**src/rtl/ps2_keyboard_if.sv**
```systemverilog
// ps2_keyboard_if: PS/2 pin pair in, Hack key code and frame-error pulse out.
interface ps2_keyboard_if;
    logic        ps2_clk;
    logic        ps2_data;
    logic [15:0] key;
    logic        frame_err;
    modport master (output ps2_clk, ps2_data, input key, frame_err);
    modport slave (input ps2_clk, ps2_data, output key, frame_err);
endinterface

```
**src/rtl/ps2_keyboard.sv**
```systemverilog
// ps2_keyboard: PS/2 set-2 receiver and decoder producing the Hack keyboard register value.
// Define PS2_SHIFT_EN to track shift keys and map unshifted letters to lower case.
module ps2_keyboard #(
    parameter int TIMEOUT_CYCLES = 50000
) (
    input logic clk,
    input logic rst_n,
    ps2_keyboard_if.slave bus
);
    localparam int CW = $clog2(TIMEOUT_CYCLES + 1);
    typedef enum logic [1:0] {IDLE, DATA, PARITY, STOP} state_t;
    state_t state_q, state_d;
    logic [1:0] clk_sync_q, dat_sync_q;
    logic clk_prev_q;
    logic [CW-1:0] cnt_q, cnt_d;
    logic [2:0] bits_q, bits_d;
    logic [7:0] sr_q, sr_d;
    logic par_q, par_d, err_q, err_d;
    logic ext_q, ext_d, brk_q, brk_d;
    logic [8:0] held_q, held_d, code;
    logic [7:0] key_q, key_d, mapped, letter_base;
    logic fall, dat, tmo, accept;

    function automatic logic [7:0] map_code(input logic [8:0] c, input logic [7:0] lb);
        case (c)
            9'h01C: map_code = lb + 8'd0;   9'h032: map_code = lb + 8'd1;
            9'h021: map_code = lb + 8'd2;   9'h023: map_code = lb + 8'd3;
            9'h024: map_code = lb + 8'd4;   9'h02B: map_code = lb + 8'd5;
            9'h034: map_code = lb + 8'd6;   9'h033: map_code = lb + 8'd7;
            9'h043: map_code = lb + 8'd8;   9'h03B: map_code = lb + 8'd9;
            9'h042: map_code = lb + 8'd10;  9'h04B: map_code = lb + 8'd11;
            9'h03A: map_code = lb + 8'd12;  9'h031: map_code = lb + 8'd13;
            9'h044: map_code = lb + 8'd14;  9'h04D: map_code = lb + 8'd15;
            9'h015: map_code = lb + 8'd16;  9'h02D: map_code = lb + 8'd17;
            9'h01B: map_code = lb + 8'd18;  9'h02C: map_code = lb + 8'd19;
            9'h03C: map_code = lb + 8'd20;  9'h02A: map_code = lb + 8'd21;
            9'h01D: map_code = lb + 8'd22;  9'h022: map_code = lb + 8'd23;
            9'h035: map_code = lb + 8'd24;  9'h01A: map_code = lb + 8'd25;
            9'h045: map_code = 8'd48;       9'h016: map_code = 8'd49;
            9'h01E: map_code = 8'd50;       9'h026: map_code = 8'd51;
            9'h025: map_code = 8'd52;       9'h02E: map_code = 8'd53;
            9'h036: map_code = 8'd54;       9'h03D: map_code = 8'd55;
            9'h03E: map_code = 8'd56;       9'h046: map_code = 8'd57;
            9'h029: map_code = 8'd32;       9'h05A: map_code = 8'd128;
            9'h066: map_code = 8'd129;      9'h16B: map_code = 8'd130;
            9'h175: map_code = 8'd131;      9'h174: map_code = 8'd132;
            9'h172: map_code = 8'd133;      9'h076: map_code = 8'd140;
            default: map_code = 8'd0;
        endcase
    endfunction

    assign fall = clk_prev_q & ~clk_sync_q[1];
    assign dat = dat_sync_q[1];
    assign tmo = cnt_q == CW'(TIMEOUT_CYCLES);
    assign code = {ext_q, sr_q};
    assign mapped = map_code(code, letter_base);

    always_comb begin
        state_d = state_q;
        bits_d = bits_q;
        sr_d = sr_q;
        par_d = par_q;
        accept = 1'b0;
        err_d = 1'b0;
        cnt_d = (state_q == IDLE || fall) ? '0 : (tmo ? cnt_q : cnt_q + 1'b1);
        if (state_q != IDLE && tmo) begin
            state_d = IDLE;
            err_d = 1'b1;
        end else if (fall) begin
            case (state_q)
                IDLE: begin
                    state_d = dat ? IDLE : DATA;
                    bits_d = 3'd0;
                end
                DATA: begin
                    sr_d = {dat, sr_q[7:1]};
                    bits_d = bits_q + 3'd1;
                    state_d = (bits_q == 3'd7) ? PARITY : DATA;
                end
                PARITY: begin
                    par_d = dat;
                    state_d = STOP;
                end
                default: begin
                    accept = dat & (^{par_q, sr_q});
                    err_d = ~accept;
                    state_d = IDLE;
                end
            endcase
        end
    end

`ifdef PS2_SHIFT_EN
    logic shift_q, shift_d;
    logic is_shift;
    assign letter_base = shift_q ? 8'd65 : 8'd97;
    assign is_shift = code == 9'h012 || code == 9'h059;
    assign shift_d = (accept && is_shift) ? ~brk_q : shift_q;
    always_ff @(posedge clk or negedge rst_n)
        if (!rst_n) shift_q <= 1'b0;
        else shift_q <= shift_d;
`else
    logic is_shift;
    assign letter_base = 8'd65;
    assign is_shift = 1'b0;
`endif

    always_comb begin
        ext_d = ext_q;
        brk_d = brk_q;
        key_d = key_q;
        held_d = held_q;
        if (accept) begin
            if (sr_q == 8'hE0) ext_d = 1'b1;
            else if (sr_q == 8'hF0) brk_d = 1'b1;
            else begin
                ext_d = 1'b0;
                brk_d = 1'b0;
                if (is_shift) held_d = held_q;
                else if (brk_q) begin
                    key_d = (code == held_q) ? 8'd0 : key_q;
                    held_d = (code == held_q) ? 9'd0 : held_q;
                end else if (mapped != 8'd0) begin
                    key_d = mapped;
                    held_d = code;
                end
            end
        end
    end

    always_ff @(posedge clk or negedge rst_n) begin
        if (!rst_n) begin
            clk_sync_q <= 2'b11;
            dat_sync_q <= 2'b11;
            clk_prev_q <= 1'b1;
            state_q <= IDLE;
            cnt_q <= '0;
            bits_q <= 3'd0;
            sr_q <= 8'd0;
            par_q <= 1'b0;
            err_q <= 1'b0;
            ext_q <= 1'b0;
            brk_q <= 1'b0;
            held_q <= 9'd0;
            key_q <= 8'd0;
        end else begin
            clk_sync_q <= {clk_sync_q[0], bus.ps2_clk};
            dat_sync_q <= {dat_sync_q[0], bus.ps2_data};
            clk_prev_q <= clk_sync_q[1];
            state_q <= state_d;
            cnt_q <= cnt_d;
            bits_q <= bits_d;
            sr_q <= sr_d;
            par_q <= par_d;
            err_q <= err_d;
            ext_q <= ext_d;
            brk_q <= brk_d;
            held_q <= held_d;
            key_q <= key_d;
        end
    end

    assign bus.key = {8'h00, key_q};
    assign bus.frame_err = err_q;
endmodule

```
**src/flat_wrapper.sv**
```systemverilog
// flat-port wrapper written by rule: the top's interface ports become plain ports
module ps2_keyboard_flat 
#(
    parameter int TIMEOUT_CYCLES = 50000
)
  (clk, rst_n, bus_ps2_clk, bus_ps2_data, bus_key, bus_frame_err);
  ps2_keyboard_if bus_i ();
  input logic clk;
  input logic rst_n;
  input wire logic [$bits(bus_i.ps2_clk)-1:0] bus_ps2_clk;
  input wire logic [$bits(bus_i.ps2_data)-1:0] bus_ps2_data;
  output wire logic [$bits(bus_i.key)-1:0] bus_key;
  output wire logic [$bits(bus_i.frame_err)-1:0] bus_frame_err;
  assign bus_i.ps2_clk = bus_ps2_clk;
  assign bus_i.ps2_data = bus_ps2_data;
  assign bus_key = bus_i.key;
  assign bus_frame_err = bus_i.frame_err;
  ps2_keyboard #(.TIMEOUT_CYCLES(TIMEOUT_CYCLES)) u_core (.clk(clk), .rst_n(rst_n), .bus(bus_i));
endmodule
```
**config.mk**
```make
export PLATFORM = sky130hd
export DESIGN_NAME = ps2_keyboard_flat
export DESIGN_NICKNAME = d
export VERILOG_FILES = /design/src/rtl/ps2_keyboard_if.sv /design/src/rtl/ps2_keyboard.sv /design/src/flat_wrapper.sv
export SDC_FILE = /design/constraint.sdc
export NUM_CORES = 1
export LEC_CHECK = 0
export BUFFER_PORTS_ARGS = -buffer_cell sky130_fd_sc_hd__buf_2
export CORE_AREA = 2 2 104 106
export DETAILED_ROUTE_END_ITERATION = 16
export DIE_AREA = 0 0 106 108
export REMOVE_ABC_BUFFERS = 1
export SLEW_MARGIN = 20
export SYNTH_ARGS = -nofsm -noshare
export SYNTH_HDL_FRONTEND = slang
export SYNTH_SLANG_ARGS = --single-unit
```
**constraint.sdc**
```tcl
create_clock -name clk -period 3.4 [get_ports clk]
set_clock_uncertainty 0.05 [all_clocks]
set_input_delay 0.85 -clock clk [delete_from_list [all_inputs] [get_ports clk]]
set_output_delay 0.85 -clock clk [all_outputs]
set_load 0.005 [all_outputs]
```
==> results.cfg <==
[synth]
synth_seq_cells = 55
synth_cells = 388
synth_cell_type_count = 56
async_flop_share = 1.000
synth_edf_count = 0
ys.warnings.count = 0
synth-seq-area-share = 0.3903
synth_area_sq_mm = 0.003542
synthFlopType = dfrtp_1
syn_avg_cell_area_sq_um = 9.129

[die]
num_rows = 37
core_sq_mm = 0.01023
start_util = 0.3462
die_w_um = 106
die-area_sq_mm = 0.01145
fp.dieH_um = 108
io-pin-count = 21

[timing]
relSlewSlack = 0.3551
worst_pin_slew_ps = 967.3
report.final.slew_viol_count = 0
final.setup.tns_ps = 0
setup_violations = 0
rsz0062_at_grt = no
timing.fmax_mhz = 316.0
fin_crit_sh = 0.9308
period_needed_ps = 3165
finalHoldViolCount = 0
hold-worst-slack_ps = 310.6

[worst_hold_path]
min-delay-start = u_core.dat_sync_q[0]$_DFF_PN1_
hold_depth = 0
min-delay-path-class = reg2reg
hold-path-endpoint = u_core.dat_sync_q[1]$_DFF_PN1_

[grt]
grt_pass1_vias = 2976
grt.total_usage = 0.1541
grt_pass1_wl_mm = 14.33
gr-total-overflow = 0
antenna_found_initial = 0
grt_max_degree = 43

[placed_design]
hpwl_mm = 6.171
place.gp.congestion = 0.9750
numPortBuffers = 12

[cts]
worstSkewPairLatency_ps = 320
clock_path_buffers = 2
clock_sinks = 55
holdBufCountCts = 0
cts_made_buffers = 5
clkTransAtPathRegs_ps = 110
post_cts_buffers = 0
htree_num_levels = 2
postCtsResizedCells = 0
cts_tree = yes
root_buffer = clkbuf_8

[critical_path]
r2r_setup_slack_ps = 240
crit_required_ps = 3550
critPathArrivalTime_ps = 3310
worstRegToRegCells = 9
cp-start-kind = flip-flop
critical_path_class = reg2reg
worstReg2RegEnd = u_core.held_q[1]$_DFFE_PN0P_
critical_path.max_fanout = 17
worstSetupEndpointType = flip-flop
regToRegStartpoint = u_core.sr_q[4]$_DFFE_PN0P_

[drt]
ant_nets = 0
first_pass_iters = 5
post_drt_wl_per_cell_um = 15.50
wl_mm = 8.415
drt_iter0_markers = 183
num_vias = 3021
drc_errors = 0
routed_via_density = 5.564

[finish]
final_common_cell = dfrtp_1
n_antenna_cell = 0
area.growth.synth_to_final_pct = 10.63
drive_gt1_frac = 0.1450
nets = 429
mostFrequentLayoutCells = 50 x dfrtp_1, 32 x nand2_1, 32 x nor2_1, 23 x o21ai_0, 22 x buf_4

[run]
max-cap-violations = 0

[outcome]
status = completed

[power]
p_leak_nw = 1.796
ir_worst_vdd_mv = 0.3350
power_density_mw_per_mm2 = 602.2
==> state kept, by name, indices dropped and copies added, names as in the netlist <==
register              flops
u_core.clk_prev_q         1
u_core.bus.frame_err      1
u_core.clk_sync_q         2
u_core.brk_q              1
u_core.dat_sync_q         2
u_core.bits_q             3
u_core.state_q            2
u_core.held_q             9
u_core.cnt_q             16
u_core.sr_q               8
u_core.key_q              8
u_core.par_q              1
u_core.ext_q              1
==> logic make-up (layout without fill, tap and decap cells) <==
family                     after synthesis  count (layout)  share of synthesized area
and+or+nand+nor                        142             142                     0.2109
adders and majority gates               19              19                    0.06711
other                                    1               8                   0.001059
muxes                                   13              13                    0.04098
AOI/OAI and AO/OA                       88              88                     0.1660
buffers and inverters                   46              58                    0.06040
xor gates and xnor gates                24              24                    0.06323
DFF                                     55              55                     0.3903
==> layer usage <==
layer	global-route usage	wire (um)
met5	0	0
met4	0.07613	284
met3	0.02773	455
met2	0.2571	4024
met1	0.1933	3651
==> final cells by class <==
class	count	area (sq um)
clock buffers	6	72.57
clock inverters	2	16.27
well taps	136	170.2
flip-flops and latches	55	1383
repair buffers	35	245.2
multi-input cells	294	1976
fillers	1026	6312
inverters	15	56.30
==> cell usage after synthesis, types with 3 or more instances <==
master	count	area, sq um
nor4_1	3	18.77
a22o_1	9	78.83
o22ai_1	6	37.54
o211ai_1	4	30.03
nand2_1	32	120.1
xnor2_1	9	78.83
o32ai_1	3	26.28
nor4bb_1	3	30.03
ha_1	19	237.7
dfstp_2	5	131.4
o21ai_0	23	115.1
clkbuf_1	21	78.83
and3_1	11	68.82
dfrtp_1	50	1251
inv_1	15	56.30
nand2b_1	5	31.28
a22oi_1	7	52.55
xor2_1	14	122.6
nand3b_1	4	30.03
mux2_2	9	101.4
nor3b_1	4	30.03
buf_4	9	67.56
nor2_1	32	120.1
or3_1	4	25.02
nor2b_1	3	18.77
nand4_1	7	43.79
mux2_1	3	33.78
a21oi_1	18	90.09
nand3_1	21	105.1
nor3_1	4	20.02
==> power by group <==
part	internal (mW)	total, mW	switching (mW)
clock network	0.149	0.374	0.225
logic	0.450	1.15	0.702
registers	0.742	0.833	0.0915
==> per-stage QoR <==
stage               total power, mW  utilization  setup slack, ps  std cells  instance area, sq um
finish                        2.360       0.3830            235.1        543                  3919
global route                  2.528       0.3830            68.35        543                  3919
CTS                           2.352       0.3827            260.9        543                  3915
detailed placement            1.973       0.3740            286.8        535                  3826
global placement              1.966       0.3740            333.2        535                  3826
floorplan                     1.576            -            232.2        364                  3411
==> how the worst max path moves through the flow <==
| stage | from | to | slack [ps] | cells after the start |
|---|---|---|---|---|
| 6_report | u_core.sr_q[4]$_DFFE_PN0P_ | u_core.held_q[1]$_DFFE_PN0P_ | 240 | 9 |
| 5_1_grt | u_core.sr_q[4]$_DFFE_PN0P_ | u_core.held_q[0]$_DFFE_PN0P_ | 70 | 9 |
| 4_1_cts | u_core.sr_q[4]$_DFFE_PN0P_ | u_core.held_q[7]$_DFFE_PN0P_ | 260 | 9 |
| 3_5_place_dp | u_core.sr_q[4]$_DFFE_PN0P_ | u_core.key_q[2]$_DFFE_PN0P_ | 290 | 9 |
| 3_3_place_gp | u_core.sr_q[4]$_DFFE_PN0P_ | u_core.held_q[6]$_DFFE_PN0P_ | 330 | 9 |
| 2_1_floorplan | u_core.sr_q[4]$_DFFE_PN0P_ | u_core.held_q[0]$_DFFE_PN0P_ | 230 | 7 |
==> worst max-delay path, stage by stage, from the launching register on <==
cell,delay [ps]
dfrtp_1,460
inv_1,120
ha_1,330
a22oi_1,180
nor3_1,90
or3_1,420
or4_4,570
o31ai_4,290
buf_12,180
mux2_2,340
Power figures use the tool's default switching activity.
